### src/rtl/delay_sweep_seq.sv
// Delay sweep sequencer: steps the pulse-generator delay once per point, after a set number of shots.
// Registered outputs update on the edge that samples start/cycle_start/stop; no backpressure; optional SWEEP_REPEAT_EN.
`timescale 1ns/1ps
module delay_sweep_seq #(
    parameter int PTS_W = 16
) (
    input  logic             clk_pll,
    input  logic             reset,
    input  logic             start,
    input  logic             stop,
    input  logic             cycle_start,
    input  logic [31:0]      base_delay,
    input  logic [31:0]      delay_step,
    input  logic [PTS_W-1:0] num_points,
    input  logic [PTS_W-1:0] shots,
`ifdef SWEEP_REPEAT_EN
    input  logic             repeat_req,
`endif
    output logic [31:0]      delay_out,
    output logic [PTS_W-1:0] point_idx,
    output logic [PTS_W-1:0] shot_idx,
    output logic             busy,
    output logic             point_done,
    output logic             done,
    output logic             sweep_err
);

    typedef enum logic [1:0] {S_IDLE, S_ARM, S_RUN, S_DONE} state_t;

    localparam logic [PTS_W-1:0] ONE = {{(PTS_W-1){1'b0}}, 1'b1};

    state_t            r_state;
    state_t            w_next;
    logic [31:0]       r_base;
    logic [31:0]       r_step;
    logic [31:0]       r_delay;
    logic [PTS_W-1:0]  r_num_points;
    logic [PTS_W-1:0]  r_shots;
    logic [PTS_W-1:0]  r_point_idx;
    logic [PTS_W-1:0]  r_shot_idx;
    logic              r_point_done;
    logic              r_done;
    logic              r_err;

    logic              w_load;
    logic              w_err_set;
    logic              w_arm_go;
    logic              w_shot_inc;
    logic              w_pt_adv;
    logic              w_pt_last;
    logic              w_rpt;
    logic              w_last_shot;
    logic              w_last_point;
    logic              w_bad_params;
    logic [32:0]       w_sum;

`ifdef SWEEP_REPEAT_EN
    assign w_rpt = repeat_req;
`else
    assign w_rpt = 1'b0;
`endif

    assign w_sum        = {1'b0, r_delay} + {1'b0, r_step};
    assign w_last_shot  = (r_shot_idx == r_shots - ONE);
    assign w_last_point = (r_point_idx == r_num_points - ONE);
    assign w_bad_params = (num_points == '0) || (shots == '0);

    always_ff @(posedge clk_pll or negedge reset) begin
        if (!reset) begin
            r_state <= S_IDLE;
        end else begin
            r_state <= w_next;
        end
    end

    // stop outranks everything, including a simultaneous start or point completion
    always_comb begin
        w_next     = r_state;
        w_load     = 1'b0;
        w_err_set  = 1'b0;
        w_arm_go   = 1'b0;
        w_shot_inc = 1'b0;
        w_pt_adv   = 1'b0;
        w_pt_last  = 1'b0;
        if (stop) begin
            w_next = S_IDLE;
        end else begin
            case (r_state)
                S_IDLE: begin
                    if (start) begin
                        if (w_bad_params) begin
                            w_err_set = 1'b1;
                        end else begin
                            w_load = 1'b1;
                            w_next = S_ARM;
                        end
                    end
                end
                S_ARM: begin
                    if (cycle_start) begin
                        w_arm_go = 1'b1;
                        w_next   = S_RUN;
                    end
                end
                S_RUN: begin
                    if (cycle_start) begin
                        if (!w_last_shot) begin
                            w_shot_inc = 1'b1;
                        end else if (!w_last_point) begin
                            w_pt_adv = 1'b1;
                        end else begin
                            w_pt_last = 1'b1;
                            w_next    = w_rpt ? S_RUN : S_DONE;
                        end
                    end
                end
                S_DONE: begin
                    w_next = S_IDLE;
                end
                default: begin
                    w_next = S_IDLE;
                end
            endcase
        end
    end

    always_ff @(posedge clk_pll or negedge reset) begin
        if (!reset) begin
            r_base       <= '0;
            r_step       <= '0;
            r_delay      <= '0;
            r_num_points <= '0;
            r_shots      <= '0;
            r_point_idx  <= '0;
            r_shot_idx   <= '0;
            r_point_done <= 1'b0;
            r_done       <= 1'b0;
            r_err        <= 1'b0;
        end else begin
            r_point_done <= 1'b0;
            r_done       <= 1'b0;
            if (w_err_set) begin
                r_err <= 1'b1;
            end
            if (w_load) begin
                r_base       <= base_delay;
                r_step       <= delay_step;
                r_num_points <= num_points;
                r_shots      <= shots;
                r_delay      <= base_delay;
                r_point_idx  <= '0;
                r_shot_idx   <= '0;
                r_err        <= 1'b0;
            end
            if (w_arm_go) begin
                r_shot_idx <= '0;
            end
            if (w_shot_inc) begin
                r_shot_idx <= r_shot_idx + ONE;
            end
            // delay moves on the completing edge so it settles before the next counter-0
            if (w_pt_adv) begin
                r_point_done <= 1'b1;
                r_shot_idx   <= '0;
                r_point_idx  <= r_point_idx + ONE;
                if (w_sum[32]) begin
                    r_delay <= 32'hFFFF_FFFF;
                    r_err   <= 1'b1;
                end else begin
                    r_delay <= w_sum[31:0];
                end
            end
            if (w_pt_last) begin
                r_point_done <= 1'b1;
                r_done       <= 1'b1;
                r_shot_idx   <= '0;
                if (w_rpt) begin
                    r_delay     <= r_base;
                    r_point_idx <= '0;
                end
            end
        end
    end

    assign delay_out  = r_delay;
    assign point_idx  = r_point_idx;
    assign shot_idx   = r_shot_idx;
    assign busy       = (r_state == S_ARM) || (r_state == S_RUN);
    assign point_done = r_point_done;
    assign done       = r_done;
    assign sweep_err  = r_err;

endmodule

### config.mk
export PLATFORM = sky130hd
export DESIGN_NAME = delay_sweep_seq
export DESIGN_NICKNAME = d
export VERILOG_FILES = /design/src/rtl/delay_sweep_seq.sv
export SDC_FILE = /design/constraint.sdc
export NUM_CORES = 1
export LEC_CHECK = 0
export CORE_ASPECT_RATIO = 1.4
export CORE_MARGIN = 4
export CORE_UTILIZATION = 50
export DETAILED_ROUTE_END_ITERATION = 7
export PLACE_DENSITY = 0.76
export SYNTH_ARGS = -nofsm -noshare
export SYNTH_HDL_FRONTEND = slang
export SYNTH_SLANG_ARGS = --single-unit
### constraint.sdc
create_clock -name clk_pll -period 7.63 [get_ports clk_pll]
set_input_delay 1.526 -clock clk_pll [delete_from_list [all_inputs] [get_ports clk_pll]]
set_output_delay 1.526 -clock clk_pll [all_outputs]
set_load 0.01 [all_outputs]
After elaboration in Yosys (flattened, before gate mapping)
Cells that the tools add are included.
{"block": "op_classes", "addsub": 5, "eq_ne": 11, "mux": 49, "n_reduce_logical": 8}
{"cell": "$mux 16", "n": 6}
{"cell": "$mux 32", "n": 3}
{"cell": "$add 32x32->33", "n": 1}
{"cell": "$add 16x1->16 const B", "n": 2}
{"cell": "$eq 16x16->1", "n": 2}
{"cell": "$logic_not 16->1", "n": 2}
{"cell": "$mux 1", "n": 32}
{"cell": "$sub 16x1->16 const B", "n": 2}
{"cell": "$ne 3x3->1 const B", "n": 6}
{"cell": "$mux 2", "n": 7}
{"cell": "$pmux 2 s4", "n": 1}
{"cell": "$reduce_and 6->1", "n": 1}
{"cell": "$reduce_bool 5->1", "n": 1}
{"cell": "$eq 2x2->1 const B", "n": 2}
{"cell": "$eq 2x1->1 const B", "n": 1}
{"cell": "$logic_not 2->1", "n": 1}
{"cell": "$logic_or 1x1->1", "n": 2}
{"cell": "$reduce_bool 2->1", "n": 1}
{"block": "word_totals", "register_bits": 133, "input_bits": 101, "output_inout_bits": 68, "elab_cells": 83}

Logic depth before layout (Yosys ltp)
Gate-level depths: netlist of run 1.
{"block": "logic_depth", "depth_word": 11, "mapped_depth": 14, "mapped_depth_nobuf": 12}

Least setup slack after synthesis of run 1
OpenSTA, ideal clock, no wires.
{"block": "synth_timing", "path_type": "input -> register", "from": "input port num_points[2]", "to": "register r_delay[10] (netlist: delay_out[10])", "arrival_time_ns": 3.160, "setup_slack_ns": 4.331, "cell_stages": 7, "n_path_buf": 2, "path_cell_list": "nor4_1 a41oi_1 nand3_1 clkbuf_1 clkbuf_1 mux2i_1 a22oi_1"}
{"block": "synth_via", "elab_chain_cells": 7}
{"item": "start, declared", "line": "14", "text": "input logic [PTS_W-1:0] num_points,"}
{"item": "$logic_not 16->1", "line": "66", "text": "assign w_bad_params = (num_points == '0) || (shots == '0);"}
{"item": "$logic_or 1x1->1", "line": "66"}
{"item": "$mux 1", "line": "91", "text": "if (w_bad_params) begin"}
{"item": "$mux 1", "line": "90", "text": "if (start) begin"}
{"item": "$mux 1", "line": "88", "text": "case (r_state)"}
{"item": "$mux 1", "line": "85", "text": "if (stop) begin"}
{"item": "$reduce_bool 2->1 (no line)"}
{"item": "end signal, assigned", "line": "150", "text": "r_delay <= base_delay;"}
{"item": "end signal, assigned", "line": "170", "text": "r_delay <= w_sum[31:0];"}
{"item": "end signal, assigned", "line": "178", "text": "r_delay <= r_base;"}
{"item": "end, declared", "line": "36", "text": "logic [31:0] r_delay;"}
Every way passes these cells.
A chain may end at the register's enable or synchronous reset.

Worst setup path after layout of run 1
{"block": "layout_timing", "from": "input port num_points[2]", "to": "register r_shot_idx[14] (netlist: shot_idx[14])"}
{"block": "layout_via", "elab_chain_cells": 7}
{"item": "$logic_not 16->1", "line": "66"}
{"item": "$logic_or 1x1->1", "line": "66"}
{"item": "$mux 1", "line": "91"}
{"item": "$mux 1", "line": "90"}
{"item": "$mux 1", "line": "88"}
{"item": "$mux 1", "line": "85"}
{"item": "$reduce_bool 5->1 (no line)"}
{"item": "end signal, assigned", "line": "159", "text": "r_shot_idx <= r_shot_idx + ONE;"}
{"item": "end, declared", "line": "40", "text": "logic [PTS_W-1:0] r_shot_idx;"}
Every way passes these cells.

==> results of run 1 <==
## cells by family (layout without fill, tap and decap cells)
| logic type | after synthesis | count (layout) | share of synthesized area (%) |
|---|---|---|---|
| fa+ha+maj | 40 | 40 | 5.91 |
| buf+inv | 67 | 231 | 3.16 |
| simple gates | 267 | 267 | 16.6 |
| xor+xnor | 82 | 82 | 8.35 |
| mux | 99 | 99 | 12.5 |
| compound gates | 198 | 198 | 14.7 |
| flops | 133 | 133 | 38.7 |
## area by class of cell
cell class	instances	share of cell area, %
Multi-Input combinational cell	686	45.4
Tap cell	203	2.30
Clock inverter	13	1.56
Timing Repair Buffer	173	15.6
Inverter	26	0.884
Sequential cell	133	30.1
Clock buffer	19	4.10
## state kept, by name (all words and copies together), names as in the netlist
register,cells
delay_out,32
point_done,1
r_state,2
point_idx,16
r_step,32
done,1
r_shots,16
sweep_err,1
r_num_points,16
shot_idx,16
## power by group through the flow
| stage | clock network, mW | registers [mW] | logic (mW) |
|---|---|---|---|
| 6_report | 0.871 | 1.26 | 2.42 |
| 5_1_grt | 0.912 | 1.31 | 2.68 |
| 4_1_cts | 0.880 | 1.26 | 2.43 |
| 3_5_place_dp | 0 | 1.27 | 2.40 |
| 3_3_place_gp | 0 | 1.26 | 2.37 |
| 2_1_floorplan | 0 | 1.22 | 1.77 |
## metal layers
metal	vias up	share of wire (%)	global-route usage [%]
li1	3560	-	-
met1	3620	42	27.4
met2	185	52	41.1
met3	49	3.9	5.13
met4	0	2.9	9.54
met5	-	0	0
## worst paths after layout
kind	startpoint	to	slack (ns)
setup / recovery	num_points[2]	shot_idx[14]$_DFFE_PN0P_	2.99
max in group asynchronous	reset	r_step[24]$_DFFE_PN0P_	5.18
min in group asynchronous	reset	point_idx[1]$_DFFE_PN0P_	1.03
setup reg to reg	delay_out[9]$_DFFE_PN0P_	delay_out[5]$_DFFE_PN0P_	3.38
hold reg to reg	r_step[10]$_DFFE_PN0P_	r_step[10]$_DFFE_PN0P_	0.51
hold / removal	r_step[10]$_DFFE_PN0P_	r_step[10]$_DFFE_PN0P_	0.51
## metrics by stage
step / hold slack, ns / worst slack, ns / cells / utilization [%]
after floorplan: 0.484 / 4.33 / 886 / -
after global placement: 0.493 / 2.64 / 1221 / 61.9
after detailed placement: 0.499 / 2.55 / 1221 / 61.9
after CTS: 0.513 / 3.00 / 1253 / 65.6
after global routing: 0.526 / 2.62 / 1253 / 65.6
final: 0.511 / 2.99 / 1253 / 65.6
## placed cells by master, fill, tap and decap left out, types with 14 or more instances in the layout
cell type	instances
a21oi_1	48
a22oi_1	20
and3_1	17
clkbuf_16	17
clkdlybuf4s50_1	167
dfrtp_1	133
ha_1	39
inv_1	26
mux2_2	67
mux2i_1	32
nand2_1	36
nand3_1	35
nor2_1	60
nor3_1	26
nor4_1	20
o21ai_0	40
o21ai_1	14
xnor2_1	45
xor2_1	37
==> impl_metrics.tcl, run 1 <==
set metrics [dict create \
    outcome "finished, final reports clean" \
    start_kind "primary input" \
    relSlewSlack_pct 26.3 \
    slew_violations 0 \
    critPathKind "in2reg" \
    synth_most_common_cell "dfrtp_1" \
    dieArea_um2 19400 \
    multiInputGateArea_um2 5010 \
    io_buffers 168 \
    fp.dieH_um 163 \
    syn_to_final_growth_pct 28.4 \
    required_ns 7.92 \
    io_pins 169 \
    yosys_warnings 0 \
    seqPwrFrac_pct 27.7 \
    htreeDepth 4 \
    wl_per_cell_um 17.9 \
    dp_hpwl_mm 16.3 \
    hold_depth 1 \
    grt_usage_pct 23.3 \
    switching_share_pct 40.8 \
    root_buffer "clkbuf_16" \
    nets 1178 \
    syn_area_um2 8600 \
    ant_nets 0 \
    synth_area_leaders "dfrtp_1 (39%), mux2_2 (8.8%), ha_1 (5.7%)" \
    postCtsSetupRepairBufs 0 \
    final.setup.tns_ns 0 \
    p_comb_share_pct 53.2 \
    regArea_um2 3330 \
    syn_avg_cell_area_um2 9.70 \
    cpMostUsedCell "nor2_1" \
    crit_arrival_ns 4.93 \
    leakage_nw 4.75 \
    path_delay_family "simple AND/OR/NAND/NOR gates" \
    internal-power_mw 2.70 \
    wirelength_mm 22.4 \
    rows 56 \
    synth_cell_types 70 \
    core_um2 16800 \
    die_w_um 119 \
    vias 7414 \
    synth-seq-area-share_pct 38.7 \
    n_antenna_cell 0 \
    numCtsBuffers 17 \
    drc 0 \
    clkSinkCount 133 \
    layout-drive-gt1-share_pct 11.9 \
    rsz0062_at_grt "no" \
    crit_chain "clkdlybuf4s50_1 -> nor4_1 -> a41oi_1 -> nand3_4 -> a21boi_1 -> nor3b_1 -> nand4_1 -> nor2_1 -> xnor2_1 -> nor2_1" \
    async_reset_ff_share_pct 100 \
    drv_cap 0 \
    synth_cells 886 \
    hold_buffers 0 \
    place_area_um2 10400 \
    antenna_found_initial 0 \
    cpMaxStageDelayCell "nand3_4" \
    min_path_type "reg2reg" \
    p_per_area_nw_per_um2 413 \
    grt_pass1_vias 7470 \
    synth_seq_cells 133 \
    worstMarginPinSlew_ns 1.11 \
    clockBufferDepth 2 \
    drt_iter0_markers 462 \
    min_period_over_period_pct 60.8 \
    clk_pin_slew_ns 0.06 \
    dr.pass1.iters 5 \
    n_fill_cell 1357 \
    critPathCaptureType "flop" \
    total_power_mw 4.56 \
    reg2reg_depth 10 \
    insertion_delay_ns 0.43 \
    hold_violations 0 \
    grt_pass1_wl_mm 36.8 \
    crit_cells 10 \
    synthFlopType "dfrtp_1" \
    p_clk_share_pct 19.1 \
    yosysTopAreaCell "dfrtp_1" \
    place.gp.congestion 0.877 \
    via_per_inst 5.92 \
    finalSetupViolCount 0 \
    post_cts_resized 0 \
    synth_top_area_share_pct 38.7 \
    vdd_drop_max_uv 275 \
    synth_edf_count 0 \
    grt_max_degree 83 \
    cts_tree "yes" \
    cp_max_fo 57 \
    skew_ns 0.00987 \
    max_freq_mhz 215 \
    fin_crit_ns 4.64 \
    crit_buf_inv 1 \
    start_util_pct 51.1 \
    synth_common_cells "dfrtp_1 (133), mux2_2 (67), nor2_1 (61)" \
    overflow 0 \
    post-route-cell-area_um2 11000 \
    p_switching_mw 1.86 \
    synth_nets 1027 \
    critical_path.max_stage_delay_ns 0.68 \
]
Note: power is estimated with default switching activity, not from simulation.
==> run 2, diff against run 1 <==
==> constraint.sdc (replaced) <==
create_clock -name clk_pll -period 4.5 [get_ports clk_pll]
set_input_delay 0.9 -clock clk_pll [delete_from_list [all_inputs] [get_ports clk_pll]]
set_output_delay 0.9 -clock clk_pll [all_outputs]
set_load 0.01 [all_outputs]
==> run 2 against run 1 <==
  * First-iteration DRC count up 9.5%
  * Total power rose by 73%
  * Cell count up 0.40%
  * Non-clock buffer count grew 5
  * Setup slack got worse by 2.5 ns
  * Flip-flop and latch count is the same
==> impl_metrics.tcl, run 2 (synthesis results as in run 1) <==
set metrics [dict create \
    outcome "finished, final reports clean" \
    dr.pass1.iters 6 \
    finalSetupViolCount 0 \
    antenna_found_initial 0 \
    grt_pass1_wl_mm 37.4 \
    critPathKind "reg2reg" \
    fin_crit_ns 4.03 \
    grt_usage_pct 23.8 \
    layout-drive-gt1-share_pct 12.3 \
    via_per_inst 5.86 \
    crit_arrival_ns 4.26 \
    critical_path.max_stage_delay_ns 0.86 \
    skew_ns 0.00786 \
    slew_violations 0 \
    htreeDepth 4 \
    fin_ws_ns 0.471 \
    hold_violations 0 \
    leakage_nw 4.80 \
    final.setup.tns_ns 0 \
    min_period_over_period_pct 89.5 \
    io_pins 169 \
    wirelength_mm 22.5 \
    grt_pass1_vias 7542 \
    ant_nets 0 \
    n_antenna_cell 0 \
    max_freq_mhz 248 \
    drv_cap 0 \
    relSlewSlack_pct 24.5 \
    cts_tree "yes" \
    worstMarginPinSlew_ns 1.13 \
    critPathCaptureType "flop" \
    root_buffer "clkbuf_16" \
    rows 56 \
    io_buffers 168 \
    clockBufferDepth 2 \
    nets 1183 \
    layout_common_cells "clkdlybuf4s50_1 (167), dfrtp_1 (133), mux2_2 (67)" \
    fp.dieH_um 163 \
    grt_max_degree 102 \
    wl_per_cell_um 17.9 \
    path_delay_family "simple AND/OR/NAND/NOR gates" \
    postCtsSetupRepairBufs 0 \
    start_util_pct 51.1 \
    vdd_drop_max_uv 431 \
    final_common_cell "clkdlybuf4s50_1" \
    post_cts_resized 0 \
    crit_buf_inv 1 \
    hold_buffers 0 \
    cpMaxStageDelayCell "nor2_2" \
    numCtsBuffers 17 \
    drt_iter0_markers 506 \
    die_w_um 119 \
    rsz0062_at_grt "no" \
    required_ns 4.73 \
    clk_pin_slew_ns 0.06 \
    insertion_delay_ns 0.42 \
    drc 0 \
    dp.cells 1226 \
    stdcell_count 1258 \
    clkSinkCount 133 \
    min_path_type "in2async" \
    start_kind "flop" \
    dp_hpwl_mm 16.5 \
    place.gp.congestion 0.899 \
    core_um2 16800 \
    vias 7368 \
    pre_cts_ws_ns 0.435 \
    syn_to_final_growth_pct 29.4 \
    overflow 0 \
    cp_max_fo 22 \
    p_per_area_nw_per_um2 708 \
    crit_chain "inv_1 -> ha_1 -> or4b_1 -> or3_1 -> a21o_1 -> a31oi_1 -> nor2_1 -> nand3_1 -> or3b_2 -> nor2_2 -> a22oi_1" \
    dieArea_um2 19400 \
]
[run 2: final cells by class]
cell class	instances	area, µm²
fillers	1375	5690
clock inverters	14	221
repair buffers	178	1770
flip-flops and latches	133	3330
well taps	203	254
multi-input cells	686	5010
inverters	26	97.6
clock buffers	18	439
[run 2: per-layer routing]
layer  up-vias  wire, µm  GRT usage (%)  part of all wire [%]
li1       3570         -              -                     -
met1      3570      9080           28.2                    40
met2       188     11800           42.0                    53
met3        40      1010           5.13                   4.5
met4         0       552           9.17                   2.5
met5         -         0              0                     0
[run 2: through the flow]
stage               power, mW  hold WS, ns  util [%]  cell area, µm²
floorplan                5.06        0.484         -            8600
global placement         6.20        0.493      62.2           10500
detailed placement       6.27        0.501      62.2           10500
CTS                      7.90        0.443      66.2           11100
global route             8.50        0.462      66.2           11100
finish                   7.88        0.429      66.2           11100
[run 2: power breakdown]
group | switching, mW | total (mW) | internal [mW]
registers | 0.485 | 2.14 | 1.66
logic | 2.13 | 4.17 | 2.05
clock network | 0.558 | 1.56 | 1.00
[run 2: worst paths after layout]
kind / endpoint / slack (ns) / depth (start not counted) / from
max in group asynchronous: r_step[27]$_DFFE_PN0P_ / 3.12 / 2 / reset
worst max-delay path: delay_out[26]$_DFFE_PN0P_ / 0.47 / 11 / r_num_points[0]$_DFFE_PN0P_
worst min-delay path: point_idx[3]$_DFFE_PN0P_ / 0.43 / 1 / reset
worst max register to register: delay_out[26]$_DFFE_PN0P_ / 0.47 / 11 / r_num_points[0]$_DFFE_PN0P_
min in group clk_pll: r_step[30]$_DFFE_PN0P_ / 0.51 / 1 / r_step[30]$_DFFE_PN0P_
worst min register to register: r_step[30]$_DFFE_PN0P_ / 0.51 / 1 / r_step[30]$_DFFE_PN0P_
